File: src/rtl/seq_check_pkg.sv
// Shared types and constants for the count-sequence checker.
// Sequence: 0,1,3,5,7,2 repeating; codes 4 and 6 never appear.
package seq_check_pkg;

  typedef enum logic [1:0] {
    HUNT   = 2'd0,
    SYNC   = 2'd1,
    LOCKED = 2'd2
  } state_t;

  localparam logic [7:0] CNT_MAX = 8'd255;
  localparam int SEQ_LEN = 6;

  // Bit n set when code n is part of the sequence
  localparam logic [7:0] LEGAL_MASK = 8'b1010_1111;

endpackage

File: src/rtl/seq_next_rom.sv
// Successor ROM for the count sequence.
// data = {LEGAL, NEXT}; illegal codes return all zeros.
module seq_next_rom (
  input  logic [2:0] addr,
  output logic [3:0] data
);

  always_comb begin
    data = 4'b0_000;
    case (addr)
      3'd0:    data = 4'b1_001;
      3'd1:    data = 4'b1_011;
      3'd3:    data = 4'b1_101;
      3'd5:    data = 4'b1_111;
      3'd7:    data = 4'b1_010;
      3'd2:    data = 4'b1_000;
      default: data = 4'b0_000;
    endcase
  end

endmodule

File: src/rtl/seq_check_rom.sv
// Receive-side checker: hunts, syncs and locks onto the count
// sequence, then flags and counts out-of-sequence symbols.
module seq_check_rom
  import seq_check_pkg::*;
#(
  parameter int LOCK_N = 4,
  parameter int LOSS_N = 3
) (
  input  logic       clk,
  input  logic       reset_n,
  input  logic       in_valid,
  input  logic [2:0] in_count,
  input  logic       err_clr,
  output logic       locked,
  output logic       err,
  output logic [7:0] err_cnt,
  output logic [2:0] expected
);

  localparam logic [3:0] LOCK_C = 4'(LOCK_N);
  localparam logic [3:0] LOSS_C = 4'(LOSS_N);

  state_t     r_state;
  logic [2:0] r_prev;
  logic [3:0] r_good;
  logic [3:0] r_bad;
  logic [7:0] r_err_cnt;
  logic       r_err;

  state_t     w_state_nx;
  logic [2:0] w_prev_nx;
  logic [3:0] w_good_nx;
  logic [3:0] w_bad_nx;
  logic [7:0] w_cnt_nx;
  logic       w_err_nx;

  logic [3:0] w_rom;
  logic [2:0] w_next;
  logic       w_match;
  logic       w_sym_legal;

  seq_next_rom u_rom (
    .addr (r_prev),
    .data (w_rom)
  );

  assign w_next      = w_rom[2:0];
  assign w_match     = w_rom[3] && (in_count == w_next);
  assign w_sym_legal = LEGAL_MASK[in_count];

  always_comb begin
    w_state_nx = r_state;
    w_prev_nx  = r_prev;
    w_good_nx  = r_good;
    w_bad_nx   = r_bad;
    w_cnt_nx   = r_err_cnt;
    w_err_nx   = 1'b0;
    if (in_valid) begin
      unique case (r_state)
        HUNT: begin
          if (w_sym_legal) begin
            w_prev_nx  = in_count;
            w_good_nx  = 4'd0;
            w_state_nx = SYNC;
          end
        end
        SYNC: begin
          if (w_match) begin
            w_prev_nx = in_count;
            w_good_nx = r_good + 4'd1;
            if (r_good + 4'd1 == LOCK_C) begin
              w_state_nx = LOCKED;
              w_bad_nx   = 4'd0;
            end
          end else begin
            w_state_nx = HUNT;
            w_good_nx  = 4'd0;
          end
        end
        LOCKED: begin
          if (w_match) begin
            w_prev_nx = in_count;
            w_bad_nx  = 4'd0;
          end else begin
            // Flywheel: advance on our own prediction
            w_err_nx  = 1'b1;
            w_prev_nx = w_next;
            w_bad_nx  = r_bad + 4'd1;
            if (r_err_cnt != CNT_MAX)
              w_cnt_nx = r_err_cnt + 8'd1;
            if (r_bad + 4'd1 == LOSS_C)
              w_state_nx = HUNT;
          end
        end
        default: w_state_nx = HUNT;
      endcase
    end
    if (err_clr)
      w_cnt_nx = 8'd0;
  end

  always_ff @(posedge clk or negedge reset_n) begin
    if (!reset_n) begin
      r_state   <= HUNT;
      r_prev    <= 3'd0;
      r_good    <= 4'd0;
      r_bad     <= 4'd0;
      r_err_cnt <= 8'd0;
      r_err     <= 1'b0;
    end else begin
      r_state   <= w_state_nx;
      r_prev    <= w_prev_nx;
      r_good    <= w_good_nx;
      r_bad     <= w_bad_nx;
      r_err_cnt <= w_cnt_nx;
      r_err     <= w_err_nx;
    end
  end

  assign locked   = (r_state == LOCKED);
  assign err      = r_err;
  assign err_cnt  = r_err_cnt;
  assign expected = (r_state == HUNT) ? 3'd0 : w_next;

endmodule

File: config.mk
export PLATFORM = sky130hd
export DESIGN_NAME = seq_check_rom
export DESIGN_NICKNAME = d
export VERILOG_FILES = /design/src/rtl/seq_check_pkg.sv /design/src/rtl/seq_next_rom.sv /design/src/rtl/seq_check_rom.sv
export SDC_FILE = /design/constraint.sdc
export NUM_CORES = 1
export LEC_CHECK = 0
export CORE_UTILIZATION = 55
export DETAILED_ROUTE_END_ITERATION = 10
export GPL_ROUTABILITY_DRIVEN = 0
export GPL_TIMING_DRIVEN = 0
export PLACE_DENSITY_LB_ADDON = 0.1
export SLEW_MARGIN = 20
export SYNTH_ARGS = -nofsm -noshare
export SYNTH_HDL_FRONTEND = slang
export SYNTH_SLANG_ARGS = --single-unit
export TNS_END_PERCENT = 50
File: constraint.sdc
create_clock -name clk -period 2.3 [get_ports clk]
set_input_delay 0.46 -clock clk [delete_from_list [all_inputs] [get_ports clk]]
set_output_delay 0.46 -clock clk [all_outputs]
set_load 0.02 [all_outputs]
==> metrics.txt <==
ANT cells=0; worst-margin pin slew=about 0.64 ns; WL/cell=16.03 um; Min Clock Period, post-route=approximately 2.2 ns; Max Slew Vio Count=0; max frequency=roughly 460 MHz; Post-synth top cells=22 x dfrtp_1, 14 x nor2_1, 11 x nand2_1; dpl hpwl=approximately 2.4 mm; DRC Markers=0; Syn Std Cell Area=0.001528 sq mm; final hold vios=0; Final period util=between 90% and 100%; initial antenna violation count=0; Die H=54.71 um; Yosys top cell by area=dfrtp_1; Cells after Synth=approximately 160; Overflow after GRT=0; Slew headroom=between 50% and 60%; post-route ant nets=0; Port Buf Inserts=17; Final setup viols=0; syn nets=between 150 and 200; dpl cells=206; skew final=~0.0034 ns; most common flop cell mapped by yosys=dfrtp_1; Detailed Routing Iterations Pass 1=4; Final Non-Filler Cells=210; CTS tree=done; sequential area share after synthesis=a little over a third; Fin Setup TNS=0 ns; status=finished, final reports clean; count leader, synth=dfrtp_1; Avg Inst Size Synth=just under 10 sq um; IO Pins=20; ys async rst share=between 90% and 100%; die area=roughly 0.003 sq mm; clk buf depth=2; number of library cell types mapped by synthesis=55; Core ar.=around 0.0025 sq mm; Sink Count=22; crit-path max FO=7; vias in the first global route=about 1200; first-pass GRT wire length=5.340 mm; root buffer cell=clkbuf_4; initial core utilization=60.03%; Min-Delay Path Class=input port to async pin; 1st-iter DRT viols=43; Worst-path clk slew=around 0.13 ns; # fillers=205; largest net degree at the start of global routing=23; critical path arrival=between 2 and 2.5 ns; crit path kind=input port to register; share of cells above drive strength 1=between 10% and 20%; power per cell area=roughly 660 mW/mm^2; fin nets=approximately 190; YS warnings=0; Synth Register Bits=22; Detailed Route WL=approximately 3.4 mm; Placed Area=0.001735 sq mm; worst vdd ir=0.5445 mV; Post-synth EDFFs=0; via count=1328; Worst Setup End Kind=register; CP Launch Type=input port; Leak=slightly below 0.0008 uW; CTS buffer count=3; Post-CTS Setup Inserts=0; max-cap violations=0; P&R area growth vs syn=18.59%; vias per cell=between 6 and 7; fin area=0.001812 sq mm; top cell type's share of synthesized area=36.04%; Sequential cell area=about 550 sq um; Synth area leaders=dfrtp_1 36%, ha_1 4.1%, xnor2_1 4.0%, nor2_1 3.4%, o21ai_0 3.3%; CTS H-tree lvls=1; area of the multi-input gates=930.9 sq um; Die X-Extent=between 50 and 60 um; Critical Path RT=between 2 and 3 ns; # rows=18; RSZ-0062 raised after global routing=false; Clk Latency, worst-skew pair=between 0.3 and 0.4 ns; Total GRT Usage=25.29%
-- metrics by stage --
step / utilization (%) / worst slack (ns) / total power (uW) / hold WS (ns)
after global routing: 71.19 / 0.01449 / 1265 / 0.1178
after CTS: 70.26 / 0.01977 / 1191 / 0.4857
after floorplan: - / 0.3548 / 767.4 / 0.1644
after global placement: 68.19 / -0.2621 / 868.6 / 0.5201
after detailed placement: 68.19 / -0.2780 / 884.2 / 0.5319
final: 71.19 / 0.1193 / 1204 / 0.07951
-- layout make-up --
type | count | share of cell area [%]
Clock buffer | 3 | 1.243
Tap cell | 30 | 2.072
Multi-Input combinational cell | 123 | 51.38
Buffer | 5 | 2.141
Sequential cell | 22 | 30.39
Timing Repair Buffer | 17 | 9.254
Clock inverter | 1 | 1.657
Inverter | 9 | 1.865
-- logic make-up after synthesis --
logic type	synth area share (%)
AOI/OAI and AO/OA	18.76
xor gates and xnor gates	5.733
adders and majority gates	4.095
buffers and inverters	4.750
DFF	36.04
muxes	3.030
and+or+nand+nor	27.60
-- layer usage --
metal	part of all wire [%]	vias up	global-route usage [%]
met5	0	-	0
li1	-	623	-
met1	43	655	31.97
met4	2.2	0	8.547
met3	4.2	11	3.611
met2	51	39	43.37
-- power by group --
part	total, uW	leakage, uW	internal, uW	switching [uW]
Combinational	437	0.000472	177	260
Clock	312	0.0000279	177	135
Sequential	455	0.000295	419	35.6
Total	1200	0.000795	773	431
-- critical path, stage by stage --
cell	delay (ns)
clkdlybuf4s50_1	0.56
and4bb_2	0.30
o211ai_4	0.26
nand4_4	0.21
nor4_1	0.39
xnor2_1	0.16
nor2_1	0.06
-- placed cells by master (no fill, tap or decap), types with 2 or more instances in the layout --
cell and count:
o21ai_0 10, buf_6 2, mux2i_1 2, nor3_1 3, dlymetal6s2s_1 2, o22ai_1 2
xor2_1 3, nor2_1 14, nand3_1 6, dfrtp_1 22, a21oi_1 6, and3_1 3
nand2b_1 5, a22o_1 2, inv_1 9, nor2b_1 3, clkbuf_4 3, xnor2_1 7
a31oi_1 2, nor4_1 3, nand2_1 10, o21ai_2 2, dlygate4sd2_1 2, o2bb2ai_1 2
ha_1 5, clkdlybuf4s50_1 12
-- registers in the layout, summed over array words and instances, names as in the netlist --
signal   count
r_prev       3
r_good       4
r_state      2
err_cnt      8
r_bad        4
err          1
-- final timing paths --
kind | start | to | slack, ns | cells after the start
min in group clk | err_clr | err_cnt[1] | 0.49 | 2
max in group asynchronous | reset_n | r_prev[1] | 1.88 | 1
setup reg to reg | r_good[0] | r_bad[0] | 0.24 | 6
hold reg to reg | r_good[2] | r_good[2] | 0.55 | 1
hold / removal | reset_n | r_good[2] | 0.08 | 1
setup / recovery | in_count[1] | err_cnt[3] | 0.12 | 7
-- what timing repair did --
| item | CTS | global route |
|---|---|---|
| pin swaps | 0 | 1 |
| endpoints found under the setup margin | 2 | 6 |
| hold endpoints to repair | 0 | 0 |
| hold buffers | 0 | 0 |
| resized for setup | 3 | 6 |
(Power assumes the default switching activity.)
